[src/rtl/powlib_dpram_rdr_if.sv]
// Bus bundle for powlib_dpram_rdr: command/status, dpram read port and the
// outgoing valid/ready word stream. The master modport is the reader engine;
// the slave modport is the surrounding system (command source, RAM, sink).
interface powlib_dpram_rdr_if #(
   parameter int W    = 16,
   parameter int D    = 8,
   parameter int WIDX = $clog2(D),
   parameter int WLEN = WIDX + 1
);
   // command and status
   logic            start;
   logic [WIDX-1:0] base;
   logic [WLEN-1:0] len;
   logic            busy;
   logic            done;
   // dpram read port (combinational read)
   logic [WIDX-1:0] rdidx;
   logic [W-1:0]    rddata;
   // output word stream
   logic [W-1:0]    outdata;
   logic            outvld;
   logic            outrdy;

   modport master (
      input  start, base, len, rddata, outrdy,
      output busy, done, rdidx, outdata, outvld
   );

   modport slave (
      output start, base, len, rddata, outrdy,
      input  busy, done, rdidx, outdata, outvld
   );
endinterface

[src/rtl/powlib_dpram_rdr.sv]
// Read-side engine for powlib_dpram. On start it walks a wrap-around range of
// indices, presents each index to the RAM's combinational read port and
// streams the returned word through a single registered valid/ready stage.
// A one-cycle done pulse marks the end of each command.
module powlib_dpram_rdr #(
   parameter int W    = 16,
   parameter int D    = 8,
   parameter int WIDX = $clog2(D),
   parameter int WLEN = WIDX + 1
) (
   input  logic                    clk,
   input  logic                    rst,
   powlib_dpram_rdr_if.master      bus
);

   typedef enum logic [1:0] {
      IDLE = 2'd0,
      READ = 2'd1,
      DONE = 2'd2
   } state_t;

   localparam logic [WIDX-1:0] IDX_LAST = WIDX'(D - 1);

   state_t          state;
   state_t          state_nxt;
   logic [WIDX-1:0] idx;
   logic [WLEN-1:0] rem;
   logic [W-1:0]    outdata;
   logic            outvld;

   logic            xfer;
   logic            out_free;
   logic            issue;
   logic            accept;

   // Output register can take a new word when empty or emptying this cycle;
   // outrdy only feeds register enables, never an output directly.
   assign xfer     = outvld & bus.outrdy;
   assign out_free = ~outvld | bus.outrdy;
   assign issue    = (state == READ) && (rem != '0) && out_free;
   assign accept   = (state == IDLE) && bus.start;

   assign bus.busy    = (state != IDLE);
   assign bus.done    = (state == DONE);
   assign bus.rdidx   = idx;
   assign bus.outdata = outdata;
   assign bus.outvld  = outvld;

   // State register; reset abandons any command in flight without a done pulse.
   always_ff @(posedge clk or posedge rst) begin
      if (rst) begin
         state <= IDLE;
      end else begin
         state <= state_nxt;
      end
   end

   // Next-state: READ ends once nothing is left to issue and the last word leaves.
   always_comb begin
      state_nxt = state;
      case (state)
         IDLE: begin
            if (bus.start) begin
               state_nxt = (bus.len == '0) ? DONE : READ;
            end
         end
         READ: begin
            if ((rem == '0) && out_free) begin
               state_nxt = DONE;
            end
         end
         DONE: begin
            state_nxt = IDLE;
         end
         default: begin
            state_nxt = IDLE;
         end
      endcase
   end

   // Index/remaining counters and the output word register.
   always_ff @(posedge clk or posedge rst) begin
      if (rst) begin
         idx     <= '0;
         rem     <= '0;
         outdata <= '0;
         outvld  <= 1'b0;
      end else begin
         if (accept) begin
            idx <= bus.base;
            rem <= bus.len;
         end
         if (issue) begin
            outdata <= bus.rddata;
            outvld  <= 1'b1;
            rem     <= rem - WLEN'(1);
            idx     <= (idx == IDX_LAST) ? '0 : idx + WIDX'(1);
         end else if (xfer) begin
            outvld  <= 1'b0;
         end
      end
   end

endmodule

[src/flat_wrapper.sv]
// flat-port wrapper written by rule: the top's interface ports become plain ports
module powlib_dpram_rdr_flat 
#(
   parameter int W    = 16,
   parameter int D    = 8,
   parameter int WIDX = $clog2(D),
   parameter int WLEN = WIDX + 1
)
  (clk, rst, bus_start, bus_base, bus_len, bus_rddata, bus_outrdy, bus_busy, bus_done, bus_rdidx, bus_outdata, bus_outvld);
  powlib_dpram_rdr_if #(.W(W), .D(D), .WIDX(WIDX), .WLEN(WLEN)) bus_i ();
  input  logic clk;
  input  logic rst;
  input wire logic [$bits(bus_i.start)-1:0] bus_start;
  input wire logic [$bits(bus_i.base)-1:0] bus_base;
  input wire logic [$bits(bus_i.len)-1:0] bus_len;
  input wire logic [$bits(bus_i.rddata)-1:0] bus_rddata;
  input wire logic [$bits(bus_i.outrdy)-1:0] bus_outrdy;
  output wire logic [$bits(bus_i.busy)-1:0] bus_busy;
  output wire logic [$bits(bus_i.done)-1:0] bus_done;
  output wire logic [$bits(bus_i.rdidx)-1:0] bus_rdidx;
  output wire logic [$bits(bus_i.outdata)-1:0] bus_outdata;
  output wire logic [$bits(bus_i.outvld)-1:0] bus_outvld;
  assign bus_i.start = bus_start;
  assign bus_i.base = bus_base;
  assign bus_i.len = bus_len;
  assign bus_i.rddata = bus_rddata;
  assign bus_i.outrdy = bus_outrdy;
  assign bus_busy = bus_i.busy;
  assign bus_done = bus_i.done;
  assign bus_rdidx = bus_i.rdidx;
  assign bus_outdata = bus_i.outdata;
  assign bus_outvld = bus_i.outvld;
  powlib_dpram_rdr #(.W(W), .D(D), .WIDX(WIDX), .WLEN(WLEN)) u_core (.clk(clk), .rst(rst), .bus(bus_i));
endmodule
[config.mk]
export PLATFORM = sky130hd
export DESIGN_NAME = powlib_dpram_rdr_flat
export DESIGN_NICKNAME = d
export VERILOG_FILES = /design/src/rtl/powlib_dpram_rdr_if.sv /design/src/rtl/powlib_dpram_rdr.sv /design/src/flat_wrapper.sv
export SDC_FILE = /design/constraint.sdc
export NUM_CORES = 1
export LEC_CHECK = 0
export ABC_AREA = 1
export CAP_MARGIN = 10
export CORE_UTILIZATION = 39
export CTS_CLUSTER_SIZE = 30
export DETAILED_ROUTE_END_ITERATION = 8
export PLACE_DENSITY = 0.75
export SYNTH_ARGS = -nofsm -noshare
export SYNTH_HDL_FRONTEND = slang
export SYNTH_SLANG_ARGS = --single-unit
[constraint.sdc]
create_clock -name clk -period 1.3 [get_ports clk]
set_input_delay 0.195 -clock clk [delete_from_list [all_inputs] [get_ports clk]]
set_output_delay 0.195 -clock clk [all_outputs]
set_load 0.02 [all_outputs]
==> impl_summary.log, run 1 <==
INFO  metric clock_sink_count = 26
INFO  metric nNetsFinal = about 260
INFO  metric cts_root_buf = clkbuf_4
INFO  metric worstPathRequired = about 1.1 ns
INFO  metric reg2reg_to = u_core.bus.rdidx[1]$_DFFE_PP0P_
INFO  metric clock_path_buffers = 2
INFO  metric global_route.overflow_total = 0
INFO  metric synth.ff_latch_count = 26
INFO  metric track_usage = 19.0%
INFO  metric antenna_left = 0
INFO  metric rsz0062_at_grt = true
INFO  metric maximum_capacitance_violations = 0
INFO  metric global_placement_routability_congestion = 0.803
INFO  metric placedInstanceArea = around 0.0019 mm^2
INFO  metric die-width = around 59 um
INFO  metric synth.avg_cell_area = 8.18 um^2
INFO  metric chipHeight = around 59 um
INFO  metric critical_path_buf_inv_count = 2
INFO  metric critical_path_slowest_stage_cell = dfrtp_1
INFO  metric clkSlewWorstSetupHoldPaths = about 0.14 ns
INFO  metric layout-drive-gt1-share = a little under a quarter
INFO  metric cp_data_arrival_time = 1.08 ns
INFO  metric clock.fmax = ~790 MHz
INFO  metric final_period_utilization = a little over nine tenths
INFO  metric cts-htree-levels = 1
INFO  metric post_synthesis_cells = about 160
INFO  metric floorplan_die_area = between 0.003 and 0.004 mm^2
INFO  metric tritoncts = yes
INFO  metric kind_of_start_point_of_the_critical_path = flip-flop
INFO  metric area.growth.synth_to_final = 59.2%
INFO  metric antenna_found_initial = 0
INFO  metric grt_pass1_wl = 5.07 mm
INFO  metric count_of_warnings_emitted_by_yosys = 0
INFO  metric critical_path.cell_chain = buf_6 -> nor2_2 -> buf_4
INFO  metric detail_route.first_pass.iterations = 4
INFO  metric initialDrtViolationCount = 54
INFO  metric timing.setup.critical_path_class = reg2out
INFO  metric finished_layout_cell_area = approximately 0.0020 mm^2
INFO  metric initial_core_util = a little over two fifths
INFO  metric critical_path.max_stage_delay = 0.43 ns
INFO  metric cellPowerDensity = approximately 2600 mW/mm^2
INFO  metric tightest_pin_transition = between 0.3 and 0.4 ns
INFO  metric insertion_delay_of_the_later_clocked_pin_in_the_worst_skew_pair = about 0.32 ns
INFO  metric post_drt_wl_per_cell = around 12 um
INFO  metric setup_tns = 0 ns
INFO  metric portBuffers = between 40 and 50
INFO  metric rrSetupSlack = 0.04 ns
INFO  metric hold_viol = 0
INFO  metric drc_errors = 0
INFO  metric io_pins = roughly 50
INFO  metric viasPerCell = around 4.6
INFO  metric ys_seq_area_share = about half
INFO  metric num_antenna_cells = 0
INFO  metric route.final.wire_length = 3.16 mm
INFO  metric design.core.area = a little over 0.003 mm^2
INFO  metric min-delay-path-class = in2async
INFO  metric maxSlewHeadroom = between 70% and 80%
INFO  metric final_cells = 270
INFO  metric tritoncts.num_buffers = 3
INFO  metric run_status = finished clean
INFO  metric ys_types = 19
INFO  metric timing.final.setup_violations = 0
INFO  metric finClkSkew = roughly 0.0036 ns
INFO  metric largest_net_degree_at_the_start_of_global_routing = 27
INFO  metric dpl.hpwl = between 2 and 2.5 mm
INFO  metric syn_nets = between 150 and 200
INFO  metric final.hold.worst_slack = roughly 0.22 ns
INFO  metric numPlacedInstances = 259
INFO  metric report.final.slew_viol_count = 0
INFO  metric power_leakage = around 1.1 nW
INFO  metric vdd.ir_drop.worst = 1210 uV
INFO  metric cts_hold_repair.buffers = 0
INFO  metric crit_path_end_kind = primary output
INFO  metric rows = 20
INFO  metric post-route-min-period = 1.27 ns
INFO  metric rr_startpoint = u_core.state[1]$_DFFE_PP0P_
INFO  metric synth_area = around 0.0013 mm^2
INFO  metric grt_pass1_vias = 1200
INFO  metric largest_delay_share_family_worst_path = flip-flops
INFO  metric vias = approximately 1300
INFO  metric r2r_cells = 7
INFO  metric cp_max_fo = 2
layout make-up:
| cell class | count | area (um^2) |
|---|---|---|
| clock buffers | 3 | 22.5 |
| fillers | 266 | 1030 |
| inverters | 12 | 45.0 |
| flip-flops and latches | 26 | 653 |
| repair buffers | 69 | 631 |
| clock inverters | 1 | 30.0 |
| multi-input cells | 115 | 607 |
| well taps | 44 | 55.1 |
logic make-up after synthesis:
logic type / count (synthesis) / share of synthesized area [%]
xor+xnor: 1 / 0.682
buf+inv: 16 / 6.72
simple gates: 106 / 36.7
fa+ha+maj: 3 / 2.92
flops: 26 / 50.7
compound gates: 5 / 2.24
metal layers:
metal / routed length, um / global-route usage [%] / vias to the layer above
met3: 190 / 2.18 / 2
met4: 13 / 4.08 / 0
met1: 1350 / 24.4 / 576
met5: 0 / 0 / -
li1: - / - / 619
met2: 1600 / 34.0 / 53
power breakdown:
part	leakage (nW)	internal, mW	switching [mW]
Combinational	0.735	1.44	1.78
Sequential	0.315	1.23	0.273
Clock	0.0279	0.312	0.247
Total	1.08	2.98	2.30
flip-flops by register name, summed over array words and instances (netlist names):
name	count
u_core.bus.outdata	16
u_core.rem	4
u_core.bus.rdidx	3
u_core.state	2
u_core.bus.outvld	1
through the flow:
step           power [mW]  util, %  setup WS (ns)
5_1_grt              5.73     66.4        -0.0481
4_1_cts              5.07     64.1      -0.000243
2_1_floorplan        3.30        -        0.00873
6_report             5.28     66.4         0.0296
3_3_place_gp         4.41     61.4        -0.0955
3_5_place_dp         4.54     61.4         -0.157
timing repair:
item	in CTS	in global routing
resized for setup	38	20
setup buffers	4	2
endpoints found under the setup margin	43	28
pin swaps	3	9
cloned	1	0
tightest hold or removal path, cell delays in order:
cell and delay (ns):
clkdlybuf4s50_1 0.40, inv_1 0.05, buf_4 0.31
cells in the final DEF, fill, tap and decap left out, drive strengths merged:
master,synthesis,routed
nand2,81,81
clkdlybuf4s50,0,26
dfrtp,26,26
buf,4,23
dlygate4sd2,0,17
nor2,13,13
inv,12,12
nand3,10,10
o21ai,5,5
clkbuf,0,4
ha,3,3
clkdlybuf4s15,0,2
or2,1,1
nand4,1,1
xor2,1,1
bufinv,0,1
cell usage after synthesis:
cell type / number / area [um^2]
buf_4: 1 / 7.51
buf_6: 3 / 33.8
dfrtp_1: 26 / 651
ha_1: 3 / 37.5
inv_1: 11 / 41.3
inv_2: 1 / 3.75
nand2_1: 78 / 293
nand2_2: 2 / 12.5
nand2_4: 1 / 11.3
nand3_1: 9 / 45.0
nand3_4: 1 / 17.5
nand4_1: 1 / 6.26
nor2_1: 10 / 37.5
nor2_4: 2 / 22.5
nor2_8: 1 / 20.0
o21ai_0: 4 / 20.0
o21ai_2: 1 / 8.76
or2_2: 1 / 6.26
xor2_1: 1 / 8.76
worst max-delay path by stage:
stage | startpoint | to | slack (ns) | cells after the start
after floorplan | u_core.rem[0]$_DFFE_PP0P_ | u_core.rem[3]$_DFFE_PP0P_ | 0.009 | 9
after global placement | bus_outrdy | u_core.bus.rdidx[2]$_DFFE_PP0P_ | -0.1 | 8
after detailed placement | bus_outrdy | u_core.bus.outdata[9]$_DFFE_PP0P_ | -0.16 | 8
after CTS | u_core.state[0]$_DFFE_PP0P_ | u_core.bus.rdidx[2]$_DFFE_PP0P_ | -0.0002 | 8
after global routing | u_core.state[0]$_DFFE_PP0P_ | u_core.bus.rdidx[1]$_DFFE_PP0P_ | -0.05 | 8
final | u_core.state[0]$_DFFE_PP0P_ | bus_done | 0.03 | 3
Note: power is estimated with default switching activity, not from simulation.
==> run 2: changes to the inputs <==
--- a/config.mk
+++ b/config.mk
@@ -11,6 +11,7 @@
 export CTS_CLUSTER_SIZE = 30
 export DETAILED_ROUTE_END_ITERATION = 8
 export PLACE_DENSITY = 0.75
+export SKIP_CTS_REPAIR_TIMING = 1
 export SYNTH_ARGS = -nofsm -noshare
 export SYNTH_HDL_FRONTEND = slang
 export SYNTH_SLANG_ARGS = --single-unit
==> run 2 against run 1 <==
Largest cell class is now buffers. Critical endpoint unchanged. Global-route usage decreased by 0.70 points. Register-to-register slack lost 0.06 ns. Clock skew about the same. Clock-buffer cell count unchanged. Sequential power barely moved. Combinational power grew 11%. Sequential share of layout area shrank 2.0 points. The run now ends with setup timing left. Wire length rose by 3.8%. Maximum frequency is 4.2% lower. Cell count grew 0.37%.
==> impl_summary.log, run 2 (synthesized netlist as in run 1, its figures left out) <==
INFO  metric run_status = finished with violations
INFO  metric violations = setup timing
INFO  metric initial_core_util = 41.7% (unchanged)
INFO  metric nFillCells = 245 (-7.9%)
INFO  metric regMostFlops = u_core.bus.outdata
INFO  metric post_drt_wl_per_cell = 12.1 um (+3.4%)
INFO  metric vias = 1228 (-1.8%)
INFO  metric cellPowerDensity = 2580 mW/mm^2 (-0.32%)
INFO  metric rows = 20 (unchanged)
INFO  metric route.final.wire_length = 3.28 mm (+3.8%)
INFO  metric final_period_utilization = 102% (+4.3 points)
INFO  metric critical_path.max_stage_delay = 0.43 ns (about the same)
INFO  metric tritoncts.num_buffers = 3 (unchanged)
INFO  metric vdd.ir_drop.worst = 1190 uV (-1.6%)
INFO  metric layout_common_cells = nand2_1 (57), clkdlybuf4s50_1 (26), dfrtp_1 (24)
INFO  metric drc_errors = 0 (unchanged)
INFO  metric share_comb_of_total_power = 63.4% (+2.4 points)
INFO  metric fin_util = 70.8% (+4.4 points)
INFO  metric report.final.slew_viol_count = 0 (unchanged)
INFO  metric critical_path_slowest_stage_cell = dfrtp_1
INFO  metric grt_pass1_wl = 4.88 mm (-3.8%)
INFO  metric rsz0062_at_grt = true
INFO  metric portBuffers = 48 (unchanged)
INFO  metric clock.fmax = 754 MHz (-4.2%)
INFO  metric clkSlewWorstSetupHoldPaths = 0.14 ns (about the same)
INFO  metric cp_data_arrival_time = 1.13 ns (+0.05 ns)
INFO  metric timing.setup.critical_path_class = reg2out
INFO  metric num_antenna_cells = 0 (unchanged)
INFO  metric final.hold.worst_slack = 0.218 ns (+0.00258 ns)
INFO  metric layout-drive-gt1-share = 31.3% (+7.8 points)
INFO  metric min-delay-path-class = in2async
INFO  metric global_route.overflow_total = 0 (unchanged)
INFO  metric p_int = 3.21 mW (+7.6%)
INFO  metric postLayoutSetupSlackWorst = -0.0257 ns (-0.0554 ns)
INFO  metric setup_tns = -0.0433 ns (-0.0433 ns)
INFO  metric final_cells = 271 (+0.37%)
INFO  metric tritoncts = yes
INFO  metric power_leakage = 1.29 nW (+20%)
INFO  metric insertion_delay_of_the_later_clocked_pin_in_the_worst_skew_pair = 0.32 ns (about the same)
INFO  metric design.core.area = 0.00308 mm^2 (unchanged)
INFO  metric timing.final.setup_violations = 2 (+2)
INFO  metric power.switching = 2.41 mW (+4.8%)
INFO  metric worstPathRequired = 1.11 ns (about the same)
INFO  metric post-route-min-period = 1.33 ns (+0.0554 ns)
INFO  metric antenna_left = 0 (unchanged)
INFO  metric leading_cell_type_in_the_layout_fill_and_taps_excluded = nand2_1
INFO  metric power_frac_seq = 26.7% (-1.7 points)
INFO  metric r2r_cells = 8 (+1)
INFO  metric hold_viol = 0 (unchanged)
INFO  metric track_usage = 18.3% (-0.70 points)
INFO  metric rrSetupSlack = -0.02 ns (-0.06 ns)
INFO  metric grt_pass1_vias = 1147 (-4.4%)
INFO  metric reg2reg_to = u_core.bus.rdidx[1]$_DFFE_PP0P_
INFO  metric post-place-ws = -0.157 ns (unchanged)
INFO  metric maxSlewHeadroom = 77.7% (-0.099 points)
INFO  metric antenna_found_initial = 0 (unchanged)
INFO  metric maximum_capacitance_violations = 0 (unchanged)
INFO  metric finished_layout_cell_area = 0.00218 mm^2 (+6.7%)
INFO  metric rr_startpoint = u_core.state[0]$_DFFE_PP0P_
INFO  metric finClkSkew = 0.00394 ns (+0.000338 ns)
INFO  metric cts_root_buf = clkbuf_4
INFO  metric detail_route.first_pass.iterations = 4 (unchanged)
INFO  metric power.total = 5.62 mW (+6.3%)
INFO  metric viasPerCell = 4.53 (-2.1%)
INFO  metric floorplan_die_area = 0.00352 mm^2 (unchanged)
INFO  metric area.growth.synth_to_final = 69.8%
INFO  metric clock_sink_count = 26 (unchanged)
INFO  metric cp_max_fo = 3 (+1)
INFO  metric largest_register_ff_count = 16 (unchanged)
INFO  metric crit_path_end_kind = primary output
INFO  metric io_pins = 49 (unchanged)
INFO  metric critical_path.cell_chain = buf_4 -> nor2_1 -> buf_2
INFO  metric numPlacedInstances = 259 (unchanged)
INFO  metric global_placement_routability_congestion = 0.803 (unchanged)
INFO  metric chipHeight = 59.4 um (unchanged)
INFO  metric cts-htree-levels = 1 (unchanged)
INFO  metric dpl.hpwl = 2.28 mm (unchanged)
INFO  metric switching_share = 42.9% (-0.65 points)
INFO  metric die-width = 59.4 um (unchanged)
INFO  metric kind_of_start_point_of_the_critical_path = flip-flop
INFO  metric nNetsFinal = 258 (+0.39%)
INFO  metric tightest_pin_transition = 0.334 ns (+0.00148 ns)
INFO  metric largest_net_degree_at_the_start_of_global_routing = 27 (unchanged)
INFO  metric initialDrtViolationCount = 58 (+7.4%)
INFO  metric pwr-share-clk = 9.9% (-0.7 points)
INFO  metric clock_path_buffers = 2 (unchanged)
INFO  metric placedInstanceArea = 0.00189 mm^2 (unchanged)
## run 2: cell types whose count changed in the layout (fill, tap and decap cells not counted), sizes merged
cell	delta
dlygate4sd2	-17
clkdlybuf4s15	-2
dlymetal6s2s	+20
## run 2: cell type report
| type | instances | area, um^2 | share of cell area, % |
|---|---|---|---|
| Clock buffer | 3 | 22.5 | 1.03 |
| Clock inverter | 1 | 30.0 | 1.38 |
| Inverter | 12 | 45.0 | 2.07 |
| Multi-Input combinational cell | 115 | 662 | 30.4 |
| Sequential cell | 26 | 653 | 30.0 |
| Tap cell | 44 | 55.1 | 2.53 |
| Timing Repair Buffer | 70 | 712 | 32.7 |
## run 2: layer usage
metal  up-vias  global-route usage (%)  wire length, um
met1       575                    23.4             1420
met5         -                       0                0
li1        622                       -                -
met3         0                    2.18              137
met4         0                    4.08                0
met2        31                    32.7             1730
## run 2: critical path: cells and delay by family (launching register included)
family / cells / cell delay [ns]
simple gates: 1 / 0.08
flops: 1 / 0.43
buf+inv: 2 / 0.30
## run 2: worst max path at each step
stage / endpoint / from / cells past startpoint / slack (ns)
after global placement: u_core.bus.rdidx[2]$_DFFE_PP0P_ / bus_outrdy / 8 / -0.1
after floorplan: u_core.rem[3]$_DFFE_PP0P_ / u_core.rem[0]$_DFFE_PP0P_ / 9 / 0.009
final: bus_done / u_core.state[0]$_DFFE_PP0P_ / 3 / -0.03
after global routing: u_core.bus.rdidx[1]$_DFFE_PP0P_ / u_core.state[0]$_DFFE_PP0P_ / 8 / -0.11
after CTS: bus_busy / u_core.state[0]$_DFFE_PP0P_ / 3 / -0.38
after detailed placement: u_core.bus.outdata[9]$_DFFE_PP0P_ / bus_outrdy / 8 / -0.16
## run 2: power by group through the flow
stage                     Clock, mW  Sequential, mW  Combinational, mW
after global placement            0            1.48               2.93
after floorplan                   0            1.87               1.43
after global routing          0.600            1.54               3.89
after detailed placement          0            1.51               3.03
final                         0.556            1.50               3.56
after CTS                     0.569            1.49               3.05
==> run 3: changes to the inputs <==
--- a/config.mk
+++ b/config.mk
@@ -15,3 +15,4 @@
 export SYNTH_ARGS = -nofsm -noshare
 export SYNTH_HDL_FRONTEND = slang
 export SYNTH_SLANG_ARGS = --single-unit
+export TNS_END_PERCENT = 50
==> run 3 against run 2 <==
The run still ends with setup timing left. Total power shrank 5.7%. Register-to-register slack better by 0.02 ns. Setup slack worse by 0.0070 ns. Combinational power fell by 9.0%. Clock-buffer cell count is the same. Non-clock buffer count shrank 3. First-iteration DRC count fell by 29%. Critical path type unchanged.
==> impl_summary.log, run 3 (synthesized netlist as in run 1, its figures left out) <==
INFO  metric run_status = finished with violations
INFO  metric violations = setup timing
INFO  metric initialDrtViolationCount = 41 (-29%)
INFO  metric global_placement_routability_congestion = 0.803 (unchanged)
INFO  metric critical_path_slowest_stage_cell = dfrtp_1
INFO  metric hold_viol = 0 (unchanged)
INFO  metric postLayoutSetupSlackWorst = -0.0327 ns (-0.00697 ns)
INFO  metric worstPathRequired = 1.11 ns (about the same)
INFO  metric grt_pass1_vias = 1147 (unchanged)
INFO  metric regMostFlops = u_core.bus.outdata
INFO  metric leading_cell_type_in_the_layout_fill_and_taps_excluded = nand2_1
INFO  metric clock_path_buffers = 2 (unchanged)
INFO  metric switching_share = 42.4% (-0.54 points)
INFO  metric power_leakage = 1.25 nW (-3.0%)
INFO  metric setup_tns = -0.0372 ns (+0.00615 ns)
INFO  metric dpl.hpwl = 2.28 mm (unchanged)
INFO  metric cts_root_buf = clkbuf_4
INFO  metric chipHeight = 59.4 um (unchanged)
INFO  metric initial_core_util = 41.7% (unchanged)
INFO  metric portBuffers = 48 (unchanged)
INFO  metric timing.setup.critical_path_class = reg2out
INFO  metric r2r_cells = 8 (unchanged)
INFO  metric area_of_the_multi_input_gates = 589 um^2 (-11%)
INFO  metric p_int = 3.05 mW (-4.8%)
INFO  metric tightest_pin_transition = 0.335 ns (+0.000619 ns)
INFO  metric tritoncts = yes
INFO  metric finished_layout_cell_area = 0.00208 mm^2 (-4.6%)
INFO  metric cts-htree-levels = 1 (unchanged)
INFO  metric track_usage = 18.3% (unchanged)
INFO  metric placedInstanceArea = 0.00189 mm^2 (unchanged)
INFO  metric rrSetupSlack = 0 ns (+0.02 ns)
INFO  metric drc_errors = 0 (unchanged)
INFO  metric min-delay-path-class = in2async
INFO  metric largest_delay_share_family_worst_path = flip-flops
INFO  metric maximum_capacitance_violations = 0 (unchanged)
INFO  metric critical_path.cell_chain = buf_4 -> nor2_1 -> buf_4
INFO  metric report.final.slew_viol_count = 0 (unchanged)
INFO  metric post-route-min-period = 1.33 ns (+0.00697 ns)
INFO  metric post_drt_wl_per_cell = 11.8 um (-2.3%)
INFO  metric grt_pass1_wl = 4.88 mm (unchanged)
INFO  metric timing.final.setup_violations = 2 (unchanged)
INFO  metric global_route.overflow_total = 0 (unchanged)
INFO  metric num_antenna_cells = 0 (unchanged)
INFO  metric layout_common_cells = nand2_1 (75), clkdlybuf4s50_1 (26), dfrtp_1 (24)
INFO  metric crit_path_end_kind = primary output
INFO  metric power.switching = 2.24 mW (-6.9%)
INFO  metric share_comb_of_total_power = 61.3% (-2.1 points)
INFO  metric rows = 20 (unchanged)
INFO  metric pwr-share-clk = 10.5% (+0.6 points)
INFO  metric cellPowerDensity = 2550 mW/mm^2 (-1.2%)
INFO  metric critical_path_buf_inv_count = 2 (unchanged)
INFO  metric antenna_left = 0 (unchanged)
INFO  metric insertion_delay_of_the_later_clocked_pin_in_the_worst_skew_pair = 0.32 ns (about the same)
INFO  metric clock_sink_count = 26 (unchanged)
INFO  metric rr_startpoint = u_core.state[0]$_DFFE_PP0P_
INFO  metric antenna_found_initial = 0 (unchanged)
INFO  metric die-width = 59.4 um (unchanged)
INFO  metric detail_route.first_pass.iterations = 4 (unchanged)
INFO  metric layout-drive-gt1-share = 19.6% (-12 points)
INFO  metric nFillCells = 255 (+4.1%)
INFO  metric viasPerCell = 4.51 (-0.45%)
INFO  metric vias = 1209 (-1.5%)
INFO  metric final_period_utilization = 103% (+0.54 points)
INFO  metric cp_max_fo = 3 (unchanged)
INFO  metric clock.fmax = 750 MHz (-0.52%)
INFO  metric clkSlewWorstSetupHoldPaths = 0.14 ns (about the same)
INFO  metric vdd.ir_drop.worst = 1060 uV (-11%)
INFO  metric largest_register_ff_count = 16 (unchanged)
INFO  metric kind_of_start_point_of_the_critical_path = flip-flop
INFO  metric floorplan_die_area = 0.00352 mm^2 (unchanged)
INFO  metric maxSlewHeadroom = 77.7% (about the same)
INFO  metric rsz0062_at_grt = true
INFO  metric nNetsFinal = 255 (-1.2%)
INFO  metric reg2reg_to = u_core.bus.outdata[4]$_DFFE_PP0P_
INFO  metric cpMostUsedCell = buf_4
INFO  metric io_pins = 49 (unchanged)
INFO  metric route.final.wire_length = 3.17 mm (-3.4%)
INFO  metric finClkSkew = 0.00348 ns (-0.000461 ns)
INFO  metric design.core.area = 0.00308 mm^2 (unchanged)
INFO  metric critical_path.max_stage_delay = 0.44 ns (about the same)
INFO  metric area.growth.synth_to_final = 62.0%
INFO  metric largest_net_degree_at_the_start_of_global_routing = 27 (unchanged)
INFO  metric final-seq-area = 653 um^2 (unchanged)
INFO  metric power_frac_seq = 28.3% (+1.6 points)
INFO  metric tritoncts.num_buffers = 3 (unchanged)
INFO  metric cp_data_arrival_time = 1.14 ns (about the same)
==> run 3: changes by cell type in the layout (fill, tap and decap cells not counted), moves of 2 or more <==
cell     before  now
nand3_2       2    0
buf_6         7    5
nor2_1        7    9
nand3_1       7    9
nand2_1      57   75
nand2_2      21    4
==> run 3: power by group through the flow <==
stage	Clock, mW	Combinational [mW]	Sequential [mW]
floorplan	0	1.43	1.87
global placement	0	2.93	1.48
detailed placement	0	3.03	1.51
CTS	0.569	3.05	1.49
global route	0.601	3.58	1.54
finish	0.555	3.24	1.50
==> run 3: metrics by stage <==
| stage | instances | utilization [%] | worst slack [ns] | hold WS [ns] | power [mW] |
|---|---|---|---|---|---|
| floorplan | 157 | - | 0.00873 | 0.235 | 3.30 |
| global placement | 259 | 61.4 | -0.0955 | 0.462 | 4.41 |
| detailed placement | 259 | 61.4 | -0.157 | 0.464 | 4.54 |
| CTS | 263 | 63.1 | -0.380 | 0.224 | 5.11 |
| global route | 268 | 67.6 | -0.122 | 0.273 | 5.72 |
| finish | 268 | 67.6 | -0.0327 | 0.219 | 5.30 |
==> run 3: area by class of cell <==
class                   instances  area share (%)
inverters                      12            2.17
clock inverters                 1            1.44
flip-flops and latches         26            31.4
clock buffers                   3            1.08
well taps                      44            2.65
repair buffers                 67            32.9
multi-input cells             115            28.3
==> run 3: tightest hold or removal path, stage by stage <==
cell	delay (ns)
clkdlybuf4s50_1	0.40
inv_1	0.05
buf_4	0.31
==> run 3: worst max-delay path by stage <==
| stage | start | endpoint | slack, ns | depth (start not counted) |
|---|---|---|---|---|
| final | u_core.state[0]$_DFFE_PP0P_ | bus_done | -0.03 | 3 |
| after global routing | u_core.state[0]$_DFFE_PP0P_ | u_core.bus.rdidx[1]$_DFFE_PP0P_ | -0.12 | 8 |
| after CTS | u_core.state[0]$_DFFE_PP0P_ | bus_busy | -0.38 | 3 |
| after detailed placement | bus_outrdy | u_core.bus.outdata[9]$_DFFE_PP0P_ | -0.16 | 8 |
| after global placement | bus_outrdy | u_core.bus.rdidx[2]$_DFFE_PP0P_ | -0.1 | 8 |
| after floorplan | u_core.rem[0]$_DFFE_PP0P_ | u_core.rem[3]$_DFFE_PP0P_ | 0.009 | 9 |
==> run 3: layer usage <==
layer	vias to the layer above	part of all wire, %	track usage [%]
met5	-	0	0
met4	0	0	4.08
met3	0	4.3	2.18
met2	29	52	32.7
met1	563	43	23.4
li1	617	-	-
